[src/rtl/count_wrap_monitor.sv]
// Watches an upstream modulo counter: pulses once per MAX_VAL->0 wrap, keeps a BCD wrap tally,
// latches the first illegal step. Registered outputs, one cycle after the sampling edge; no backpressure.
module count_wrap_monitor #(
  parameter int MAX_VAL = 10,
  parameter int CNT_W   = 4
) (
  input  logic             clk,
  input  logic             rst,
  input  logic [CNT_W-1:0] count_in,
  input  logic             clear,
  output logic             wrap_pulse,
  output logic [7:0]       tally_bcd,
  output logic             tally_ovf,
  output logic             step_err,
  output logic [CNT_W-1:0] err_value,
  output logic [1:0]       state
);

  typedef enum logic [1:0] {
    S_IDLE  = 2'b00,
    S_TRACK = 2'b01,
    S_ERROR = 2'b10
  } state_t;

  localparam logic [CNT_W:0] MAX_EXT = (CNT_W+1)'(MAX_VAL);
  localparam logic [CNT_W:0] ONE_EXT = (CNT_W+1)'(1);

  state_t           r_state;
  logic [CNT_W-1:0] r_prev;
  logic             r_pulse;
  logic [7:0]       r_tally;
  logic             r_ovf;
  logic             r_err;
  logic [CNT_W-1:0] r_err_value;

  logic       w_hold;
  logic       w_step;
  logic       w_wrap;
  logic [7:0] w_tally_nxt;
  logic       w_tally_roll;

  assign w_hold = (count_in == r_prev);
  assign w_step = ({1'b0, r_prev} < MAX_EXT) && ({1'b0, count_in} == ({1'b0, r_prev} + ONE_EXT));
  assign w_wrap = ({1'b0, r_prev} == MAX_EXT) && (count_in == '0);

  // Decimal increment of the two-digit tally; 99 rolls to 00 and raises the overflow flag.
  always_comb begin
    w_tally_nxt  = r_tally;
    w_tally_roll = 1'b0;
    if (r_tally[3:0] == 4'd9) begin
      w_tally_nxt[3:0] = 4'd0;
      if (r_tally[7:4] == 4'd9) begin
        w_tally_nxt[7:4] = 4'd0;
        w_tally_roll     = 1'b1;
      end else begin
        w_tally_nxt[7:4] = r_tally[7:4] + 4'd1;
      end
    end else begin
      w_tally_nxt[3:0] = r_tally[3:0] + 4'd1;
    end
  end

  always_ff @(posedge clk) begin
    if (!rst) begin
      r_state     <= S_IDLE;
      r_prev      <= '0;
      r_pulse     <= 1'b0;
      r_tally     <= 8'h00;
      r_ovf       <= 1'b0;
      r_err       <= 1'b0;
      r_err_value <= '0;
    end else if (clear) begin
      r_state     <= S_IDLE;
      r_prev      <= '0;
      r_pulse     <= 1'b0;
      r_tally     <= 8'h00;
      r_ovf       <= 1'b0;
      r_err       <= 1'b0;
      r_err_value <= '0;
    end else begin
      r_pulse <= 1'b0;
      case (r_state)
        S_IDLE: begin
          r_prev  <= count_in;
          r_state <= S_TRACK;
        end
        S_TRACK: begin
          if (w_hold) begin
            r_prev <= r_prev;
          end else if (w_step) begin
            r_prev <= count_in;
          end else if (w_wrap) begin
            r_prev  <= '0;
            r_pulse <= 1'b1;
            r_tally <= w_tally_nxt;
            if (w_tally_roll) r_ovf <= 1'b1;
          end else begin
            r_err       <= 1'b1;
            r_err_value <= count_in;
            r_state     <= S_ERROR;
          end
        end
        default: r_state <= S_ERROR;
      endcase
    end
  end

  assign wrap_pulse = r_pulse;
  assign tally_bcd  = r_tally;
  assign tally_ovf  = r_ovf;
  assign step_err   = r_err;
  assign err_value  = r_err_value;
  assign state      = r_state;

  // A legal counter can never wrap on two consecutive samples.
  a_no_double_pulse: assert property (@(posedge clk) disable iff (!rst) wrap_pulse |=> !wrap_pulse);

endmodule
[config.mk]
export PLATFORM = sky130hd
export DESIGN_NAME = count_wrap_monitor
export DESIGN_NICKNAME = d
export VERILOG_FILES = /design/src/rtl/count_wrap_monitor.sv
export SDC_FILE = /design/constraint.sdc
export NUM_CORES = 1
export LEC_CHECK = 0
export ABC_AREA = 1
export CAP_MARGIN = 20
export CORE_ASPECT_RATIO = 0.7
export CORE_UTILIZATION = 50
export DETAILED_ROUTE_END_ITERATION = 16
export PLACE_DENSITY = 0.78
export SKIP_LAST_GASP = 1
export SYNTH_ARGS = -nofsm -noshare
export SYNTH_HDL_FRONTEND = slang
export SYNTH_SLANG_ARGS = --single-unit
export TNS_END_PERCENT = 1
[constraint.sdc]
create_clock -name clk -period 2.1 [get_ports clk]
set_input_delay 0.42 -clock clk [delete_from_list [all_inputs] [get_ports clk]]
set_output_delay 0.42 -clock clk [all_outputs]
set_load 0.01 [all_outputs]
# After elaboration in Yosys (flattened, before gate mapping)
# Cells that the tools add are included.
# Widths: inputs -> output; s select.
word_totals:
  reg_bits: 21
  latch_bits: 0
  ram_bits: 0
  rom_bits: 0
  input_bits: 7
  out_inout_bits: 17
  elab_cells: 53
  n_memories: 0
classes:
  addsub: 3
  n_mul: 0
  div: 0
  order_cmp: 1
  n_eq_ne: 10
  n_shift: 0
  muxes: 13
  n_bitwise: 5
  reduce_logical: 13
ops:
  columns: ["op", "n"]
  rows:
  - ["$mux 4", 5]
  - ["$eq 4x4->1 const B", 3]
  - ["$reduce_and 5->1", 2]
  - ["$add 4x1->4 const B", 2]
  - ["$pmux 4 s2", 1]
  - ["$reduce_and 4->1", 2]
  - ["$mux 2", 3]
  - ["$ne 2x2->1 const B", 3]
  - ["$reduce_and 3->1", 2]
  - ["$add 4x1->5 const B", 1]
  - ["$eq 4x5->1", 1]
  - ["$not 1->1", 5]
  - ["$reduce_or 5->1", 1]
  - ["$eq 4x4->1", 1]
  - ["$logic_not 4->1", 1]
  - ["$lt 4x4->1 const B", 1]
  - ["$pmux 2 s2", 1]
  - ["$mux 1", 3]
  - ["$ne 3x3->1 const B", 1]
  - ["$eq 2x1->1 const B", 1]
  - ["$logic_and 1x1->1", 2]
  - ["$logic_not 2->1", 1]
  - ["$reduce_bool 2->1", 1]
  - ["$reduce_or 2->1", 1]

# Logic depth before layout (Yosys ltp)
# Gate-level depths: netlist of the first run.
logic_depth:
  depth_word: 6
  depth_mapped: 11
  depth_no_buf: 11

# Worst setup path before layout of the first run
# Ideal clock, no wire load.
synth_path:
  path_kind: "flip-flop to flip-flop"
  from: "register r_prev[0]"
  to: "register r_prev[1]"
  setup_time_ps: 134
  arrival_time_ps: 1357
  t_required_ps: 1966
  slack_ps: 609
  path_stages_with_launch: 11
  n_path_buf: 0
  period_less_slack_ps: 1491
  cell_sequence: "dfxtp_1 inv_1 ha_1 nand2_1 nand3_1 nor2_2 nand3_2 nand3_2 nand2_2 nand2_1 a21oi_1"
synth_via:
  elab_chain_cells: 6
  word_cells_on_any_way: 13
  cone_classes: "add/sub: 1; order compare: 1; eq/ne: 5; mux: 3; reduce/logical: 3"
synth_lines:
  columns: ["element", "line", "rtl"]
  rows:
  - ["start: declaration", "29", "logic [CNT_W-1:0] r_prev;"]
  - ["start signal: assignment", "84", "r_prev <= count_in;"]
  - ["start signal: assignment", "89", "r_prev <= r_prev;"]
  - ["start signal: assignment", "91", "r_prev <= count_in;"]
  - ["$add 4x1->5", "43", "assign w_step = ({1'b0, r_prev} < MAX_EXT) && ({1'b0, count_in} == ({1'b0, r_prev} + ONE_EXT));"]
  - ["$eq 4x5->1", "43", null]
  - ["$logic_and 1x1->1", "43", null]
  - ["$mux 4", "90", "end else if (w_step) begin"]
  - ["$mux 4", "88", "if (w_hold) begin"]
  - ["$pmux 4 s2", "82", "case (r_state)"]
# Several ways; a longest one is shown, not always the timed one. The select of a mux whose other input is x is not followed.
# A chain may end at the register's enable or synchronous reset.

# Worst setup path in the final report of the first run
layout_path:
  from: "register r_state[1] (netlist: state[1])"
  to: "output state[1]"
layout_rtl:
  columns: ["element", "line", "rtl"]
  rows:
  - ["start: declaration", "28", "state_t r_state;"]
  - ["start signal: assignment", "65", "r_state <= S_IDLE;"]
  - ["start signal: assignment", "73", "r_state <= S_IDLE;"]
  - ["start signal: assignment", "85", "r_state <= S_TRACK;"]
  - ["end: declaration", "16", "output logic [1:0] state"]
# No word-level cell between the ends.

==> results of run 1 <==
## cell families after synthesis
group / synth area share, %
compound gates: 8.360
xor+xnor: 0.7316
fa+ha+maj: 2.090
buf+inv: 11.70
flops: 35.11
simple gates: 42.01
## worst paths after layout
kind,start,endpoint
worst max register to register,r_prev[0]$_SDFFE_PP0P_,r_prev[0]$_SDFFE_PP0P_
worst min-delay path,step_err$_SDFFE_PP0P_,step_err$_SDFFE_PP0P_
worst min register to register,step_err$_SDFFE_PP0P_,step_err$_SDFFE_PP0P_
worst max-delay path,state[1]$_SDFFE_PP0P_,state[1]
## routing by layer
layer  global-route usage (%)  up-vias  part of all wire [%]
met1                    31.34      482                    51
met2                    30.99       41                    40
li1                         -      594                     -
met3                    8.232        2                   8.1
met5                        0        -                     0
met4                    2.727        0                  0.56
## placed cells by master (no fill, tap or decap), drive strengths merged
cell type,netlist,layout
buf,0,1
nor2,25,25
a21oi,13,13
o21ai,4,4
ha,2,2
inv,31,31
a211oi,1,1
nand2,48,48
nand4,3,3
clkinv,1,2
clkbuf,2,3
nor3,2,2
nand3,19,19
clkdlybuf4s50,0,23
dfxtp,21,21
nor3b,1,1
xnor2,1,1
## power groups by stage
| stage | clock (W) | sequential, W | combinational, W |
|---|---|---|---|
| 2_1_floorplan | 0 | 0.000428 | 0.0000745 |
| 3_3_place_gp | 0 | 0.000428 | 0.000115 |
| 3_5_place_dp | 0 | 0.000428 | 0.000116 |
| 4_1_cts | 0.000201 | 0.000419 | 0.000117 |
| 5_1_grt | 0.000215 | 0.000421 | 0.000133 |
| 6_report | 0.000193 | 0.000419 | 0.000117 |
## cell type report
type | instances | area (µm²) | share of cell area (%)
multi-input combinational | 119 | 636.9 | 42.88
tap | 32 | 40.04 | 2.696
timing repair buffer | 24 | 237.7 | 16.01
clock buffer | 3 | 22.52 | 1.516
sequential | 21 | 420.4 | 28.31
inverter | 32 | 122.6 | 8.256
clock inverter | 1 | 5.005 | 0.3370
## through the flow
stage,power (W),instance area [µm²],hold slack [ns]
after floorplan,0.0005025,1197,0.4740
after global placement,0.0005426,1458,0.4442
after detailed placement,0.0005445,1458,0.4473
after CTS,0.0007375,1485,0.4651
after global routing,0.0007687,1485,0.4909
final,0.0007289,1485,0.4602
## flip-flops by register name (all words and copies together), names as in the netlist
| name | cells |
|---|---|
| wrap_pulse | 1 |
| state | 2 |
| step_err | 1 |
| tally_ovf | 1 |
| tally_bcd | 8 |
| r_prev | 4 |
| err_value | 4 |
## worst reg2reg max path, cell delays in order (launching register included)
cell and delay (ns):
dfxtp_1 0.42, inv_1 0.09, ha_1 0.30, inv_1 0.04, nand2_1 0.06, nand3_1 0.08, nor2_2 0.12, nand3_2 0.15
nand2_2 0.14, nand3_1 0.11, a21oi_1 0.15
==> results.yml, run 1 <==
cts:
  cts.sinks: 21
  cts.clk_slew.worst_paths_ns: 0.12
  cts_setup_buffers: 0
  h-tree-depth: 1
  cts_buffer_depth: 2
  cts_tree: "done"
  cts_resized: 0
  cts_root_buffer: "clkbuf_4"
  cts_buffers: 3
  clk_latency_ns: 0.30
  cts_hold_buf: 0
yosys:
  synth_top_area_share_pct: 35.11
  synthFlopType: "dfxtp_1"
  yosys-top-cells-count: "nand2_1, inv_1, dfxtp_1"
  yosysUniqueCellTypes: 26
  synth_seq_cells: 21
  synth_enable_flop_cells: 0
  ys_seq_area_share_pct: 35.11
  async_flop_share_pct: 0
  synthTopCellsByArea: "dfxtp_1, nand2_1, inv_1"
  synthesis.instances: 174
  syn_nets: 183
  avgSynthCellArea_um2: 6.882
  synth_most_common_cell: "nand2_1"
  yosys.area.top_type: "dfxtp_1"
  syn_area_um2: 1197
  yosys_warnings: 0
layout:
  diodes: 0
  fin_nets: 210
  final_core_util_pct: 67.29
  num-fill-cells: 208
  drive_gt1_share_pct: 13.00
  syn2layout_area_growth_pct: 24.03
  instances_no_fill: 232
status:
  outcome: "completed"
sta:
  hold_violations: 0
  tightest_slew_ns: 0.4252
  slew_violations: 0
  period_needed_ns: 1.847
  slew_headroom_pct: 71.62
  grt_setup_unrepaired: "no"
  fin_skew_ns: 0.002741
  tns_ns: 0
  setup_violations: 0
  fmax_mhz: 541.5
  post-route-period-util_pct: 87.94
  worst_slack_ns: 0.2532
worst_hold_path:
  hold_depth: 2
  hold_class: "register to register"
worst_setup_path:
  cp.depth: 1
  endpoint_kind: "primary output"
  worst_path_largest_cell_delay_ns: 0.61
  path_buf_inv: 1
  critPathRequiredTime_ns: 1.68
  r2r_cells: 10
  critPathKind: "register to primary output"
  rrSetupSlack_ns: 0.38
  arrival_ns: 1.43
  path_max_fanout: 4
  slowest_stage: "clkdlybuf4s50_1"
  cp_top_family: "buffers and inverters"
  cp-start-kind: "register"
  cp_cell_sequence: "clkdlybuf4s50_1"
pwr:
  pwr-share-comb_pct: 16.0
  intPower_w: 0.0005275
  p_clk_share_pct: 26.5
  switching_share_pct: 27.63
  seqPwrFrac_pct: 57.5
  power_leakage_nw: 0.6413
  p_per_area_nw_per_um2: 490.8
  switchingPower_w: 0.0002014
  ir_drop_v: 0.0003889
global_route:
  grt.total_usage_pct: 21.63
  grt_pass1_vias: 931
  grt_pass1_wl_um: 4146
  gr-total-overflow: 0
  antenna_found_initial: 0
  grt_max_degree: 13
route:
  firstDrtPassIters: 4
  drt_iter0_drc: 71
  drc: 0
  wl_per_cell_um: 10.80
  vias: 1119
  drt-vias-per-instance: 4.823
  ant_nets: 0
  totalWireLength_um: 2505
die:
  initial_core_util_pct: 54.25
  io_pins: 24
  fp-row-count: 14
  die_x_um: 60.49
  die_h_um: 42.95
  fp.dieArea_um2: 2598
  fp.coreArea_um2: 2207
placed_design:
  portBuffers: 23
  dp_hpwl_um: 2010
  place_ws_ns: 0.05474
  dp.cells: 228
  place.gp.congestion: 1.023
run:
  drv_cap: 0
Note: power is estimated with default switching activity, not from simulation.
==> inputs of run 2 (changes only) <==
CORE_UTILIZATION = 45   (was 50)
PLACE_DENSITY = 0.74   (was 0.78)
clock period = 1.5 ns   (was 2.1 ns; I/O delays follow)
==> run 2 against run 1 <==
  * The flow now finishes with violations (setup timing)
  * Sequential share of layout area fell by 2.3 points
  * Power grew 58%
  * Clock power is 92% higher
  * Register-to-register slack got worse by 0.38 ns
  * Critical path type unchanged
  * Highest routed layer unchanged
==> results.yml, run 2 (synthesized netlist as in run 1, its figures left out) <==
status:
  outcome: "complete, but fails checks"
  violations: "setup timing"
global_route:
  grt.total_usage_pct: 20.59
  grt_max_degree: 13
  gr-total-overflow: 0
  antenna_found_initial: 0
  grt_pass1_vias: 1040
  grt_pass1_wl_um: 4395
route:
  wl_met1_um: 1308
  vias: 1166
  wl_met3_um: 144
  drc: 0
  ant_nets: 0
  totalWireLength_um: 2795
  wl_per_cell_um: 11.41
  firstDrtPassIters: 4
  drt_iter0_drc: 46
  drt-vias-per-instance: 4.759
  top_layer_used: "met4"
  wl_met2_um: 1289
placed_design:
  place_ws_ns: -0.3251
  place.gp.congestion: 0.9169
  portBuffers: 23
  dp_hpwl_um: 2059
  placed_cell_area_um2: 1535
  dp.cells: 240
cts:
  cts.sinks: 21
  clk_latency_ns: 0.26
  cts_hold_buf: 0
  cts.clk_slew.worst_paths_ns: 0.08
  cts_root_buffer: "clkbuf_8"
  cts_buffers: 3
  h-tree-depth: 1
  cts_buffer_depth: 2
  cts_tree: "done"
die:
  die_x_um: 63.66
  fp.coreArea_um2: 2496
  initial_core_util_pct: 47.97
  io_pins: 24
  fp.dieArea_um2: 2875
  die_h_um: 45.16
  fp-row-count: 15
pwr:
  p_per_area_nw_per_um2: 698.5
  ir_drop_v: 0.0005433
  power_leakage_nw: 0.7309
  finalPower_w: 0.001150
layout:
  final_cell_mix: "nand2_1, inv_1, nor2_1, clkdlybuf4s50_1, dfxtp_1"
  final_common_cell: "nand2_1"
  drive_gt1_share_pct: 22.75
  instances_no_fill: 245
  diodes: 0
  fin_nets: 221
  design_area_um2: 1647
  largest_register_ffs: 8
  syn2layout_area_growth_pct: 37.51
  num-fill-cells: 217
worst_setup_path:
  critPathKind: "register to primary output"
  endpoint_kind: "primary output"
  cp-start-kind: "register"
  path_max_fanout: 5
  worst_path_largest_cell_delay_ns: 0.56
  slowest_stage: "clkdlybuf4s50_1"
  cp_cell_sequence: "clkdlybuf4s50_1"
  path_buf_inv: 1
  cp_top_family: "buffers and inverters"
  critPathRequiredTime_ns: 1.20
  arrival_ns: 1.22
sta:
  fmax_mhz: 656.0
  post-route-period-util_pct: 101.6
  setup_violations: 4
  period_needed_ns: 1.524
  grt_setup_unrepaired: "yes"
  fin_skew_ns: 0.004131
  tightest_slew_ns: 0.4658
  slew_headroom_pct: 68.91
  slew_violations: 0
  worst_slack_ns: -0.02449
  hold_violations: 0
run:
  drv_cap: 0
worst_hold_path:
  hold_class: "primary input to register"
==> run 2: cell types whose count changed in the layout (fill, tap and decap cells not counted), sizes merged <==
cell           before  now
buf                 1   12
clkdlybuf4s50      23   19
dlygate4sd2         0    2
dlymetal6s2s        0    2
==> run 2: layer usage <==
layer	global-route usage [%]	up-vias
met2	32.34	25
met1	26.77	516
met5	0	-
met3	6.818	7
li1	-	618
met4	7.273	0
==> run 2: area by class of cell <==
cell class                 count  area (µm²)  area share, %
multi-input combinational    119       684.4          41.57
sequential                    21       427.9          25.99
inverter                      32       122.6          7.447
tap                           34       42.54          2.584
timing repair buffer          35       322.8          19.60
clock inverter                 1       5.005         0.3040
clock buffer                   3       41.29          2.508
==> run 2: tightest hold or removal path, cell delays in order <==
cell and delay [ns]:
dlymetal6s2s_1 0.17, nand3_1 0.12, a21oi_2 0.06
==> run 2: what timing repair did <==
item / CTS / global route
endpoints found under the setup margin: 16 / 28
gates resized for setup: 7 / 12
pin swaps: 7 / 7
gates cloned: 0 / 0
endpoints found under the hold margin: 0 / 0
buffers inserted: 0 / 1
==> run 2: final timing paths <==
kind | startpoint | end | slack, ns | cells after the start
min reg2reg | step_err$_SDFFE_PP0P_ | step_err$_SDFFE_PP0P_ | 0.46 | 2
max reg2reg | r_prev[0]$_SDFFE_PP0P_ | r_prev[0]$_SDFFE_PP0P_ | 0 | 10
max | tally_bcd[4]$_SDFFE_PP0P_ | tally_bcd[4] | -0.02 | 1
min | count_in[0] | r_prev[0]$_SDFFE_PP0P_ | 0.42 | 3
==> run 2: report_power, final <==
part           switching, W  leakage, nW  total (W)  internal (W)
Sequential        0.0000139        0.172   0.000583      0.000569
Combinational      0.000111        0.533   0.000196     0.0000849
Clock              0.000186       0.0255   0.000371      0.000185
==> run 2: metrics by stage <==
stage	TNS, ns	util, %	hold slack, ns
after floorplan	0	-	0.4349
after global placement	-4.401	61.50	0.4480
after detailed placement	-5.182	61.50	0.4539
after CTS	-0.1949	63.71	0.4658
after global routing	-1.052	65.96	0.4287
final	-0.04672	65.96	0.4195
==> inputs of run 3 (changes only) <==
CTS_CLUSTER_DIAMETER = 50   (was default)
REMOVE_ABC_BUFFERS = 1   (was default)
==> run 3 against run 2 <==
  * The flow still finishes with violations (setup timing)
  * Die area did not move
  * Power rose by 1.8%
  * First-iteration DRC count rose to 3.1 times the previous value
  * Combinational power rose by 12%
  * Non-clock buffer count did not move
  * Critical path depth rose by 10
  * Count of clock-buffer cells in the layout did not move
  * Sequential power barely moved
  * Largest cell class unchanged
  * Worst hold slack improved by 0.046 ns
  * Fmax fell by 2.5%
==> results.yml, run 3 (synthesized netlist as in run 1, its figures left out) <==
layout:
  final_core_util_pct: 68.42
  final_common_cell: "nand2_1"
  fin_nets: 222
  syn2layout_area_growth_pct: 42.63
  instances_no_fill: 246
  largest_register_ffs: 8
  drive_gt1_share_pct: 25.94
  final_cell_mix: "nand2_1, inv_1, nor2_1, clkdlybuf4s50_1, dfxtp_1"
  diodes: 0
worst_setup_path:
  critPathKind: "register to register"
  path_max_fanout: 5
  worst_path_largest_cell_delay_ns: 0.34
  cp-start-kind: "register"
  slowest_stage: "dfxtp_2"
  cp_cell_sequence: "inv_2, ha_4, inv_2, nand2_2, nand3_2, nor2_4, nand3_4, nand3_4, nand2_4, nand2_1, a21oi_2"
  cp_top_family: "simple AND/OR/NAND/NOR gates"
  endpoint_kind: "register"
  critPathRequiredTime_ns: 1.64
  arrival_ns: 1.70
  path_buf_inv: 2
sta:
  worst_slack_ns: -0.06370
  tns_ns: -0.3194
  grt_setup_unrepaired: "yes"
  slew_headroom_pct: 66.89
  fin_skew_ns: 0.002023
  tightest_slew_ns: 0.4962
  slew_violations: 0
  period_needed_ns: 1.564
  setup_violations: 9
  fmax_mhz: 639.5
  hold_violations: 0
  post-route-period-util_pct: 104.2
route:
  vias: 1247
  totalWireLength_um: 3029
  ant_nets: 0
  wl_per_cell_um: 12.31
  drc: 0
  firstDrtPassIters: 4
  drt_iter0_drc: 144
  drt-vias-per-instance: 5.069
status:
  outcome: "complete, but fails checks"
  violations: "setup timing"
die:
  initial_core_util_pct: 47.97
  io_pins: 24
  die_x_um: 63.66
  die_h_um: 45.16
  fp-row-count: 15
  fp.dieArea_um2: 2875
  fp.coreArea_um2: 2496
placed_design:
  dp_hpwl_um: 2039
  dp.cells: 239
  place.gp.congestion: 0.9493
  portBuffers: 23
cts:
  cts_root_buffer: "clkbuf_8"
  cts_tree: "done"
  h-tree-depth: 1
  cts_buffers: 3
  cts.clk_slew.worst_paths_ns: 0.07
  clk_latency_ns: 0.26
  cts.sinks: 21
  cts_hold_buf: 0
  cts_buffer_depth: 2
global_route:
  antenna_found_initial: 0
  grt.total_usage_pct: 21.42
  grt_pass1_wl_um: 4685
  grt_pass1_vias: 1068
  grt_max_degree: 13
  gr-total-overflow: 0
pwr:
  p_per_area_nw_per_um2: 685.5
  power_leakage_nw: 0.7277
  ir_drop_v: 0.0005318
worst_hold_path:
  hold_class: "register to register"
run:
  drv_cap: 0
[run 3: area by class of cell]
type / count / area, µm²
Clock buffer: 3 / 41.29
Clock inverter: 1 / 5.005
Inverter: 32 / 122.6
Sequential cell: 21 / 429.2
Multi-Input combinational cell: 120 / 752.0
Timing Repair Buffer: 35 / 315.3
Fill cell: 200 / 788.3
Tap cell: 34 / 42.54
[run 3: final timing paths]
path                                from  slack (ns)                     end  depth (start not counted)
setup / recovery  r_prev[0]$_SDFFE_PP0P_       -0.06  r_prev[3]$_SDFFE_PP0P_                         11
hold reg to reg   tally_ovf$_SDFFE_PP0P_        0.47  tally_ovf$_SDFFE_PP0P_                          2
hold / removal    tally_ovf$_SDFFE_PP0P_        0.47  tally_ovf$_SDFFE_PP0P_                          2
setup reg to reg  r_prev[0]$_SDFFE_PP0P_       -0.06  r_prev[3]$_SDFFE_PP0P_                         11
[run 3: power breakdown]
part	leakage (nW)	switching [W]	total [W]	internal, W
registers	0.172	0.0000146	0.000583	0.000568
clock network	0.0255	0.000184	0.000369	0.000185
logic	0.530	0.000129	0.000219	0.0000904
total	0.728	0.000327	0.00117	0.000844
[run 3: per-stage QoR]
step                      setup slack (ns)  total power (W)  hold slack (ns)  area [µm²]
after global routing               -0.1345         0.001225           0.4802        1708
after detailed placement           -0.3540        0.0007764           0.4541        1528
after global placement             -0.3413        0.0007716           0.4437        1528
after CTS                         -0.04664         0.001141           0.4666        1608
final                             -0.06370         0.001171           0.4659        1708
after floorplan                   0.008723        0.0006993           0.4349        1180
[run 3: layer usage]
metal | global-route usage (%) | share of wire, %
met3 | 4.798 | 8.0
met2 | 30.00 | 43
met1 | 32.10 | 48
met4 | 6.818 | 0.63
met5 | 0 | 0
[run 3: tightest hold or removal path, stage by stage (launching register included)]
cell and delay [ns]:
dfxtp_1 0.31, inv_1 0.06, a21oi_2 0.05
[run 3: what timing repair did]
action | in CTS | in global routing
gates resized for setup | 11 | 19
setup buffers | 2 | 0
setup endpoints to repair | 20 | 23
pin swaps | 9 | 9
cloned | 0 | 1
hold endpoints to repair | 0 | 0
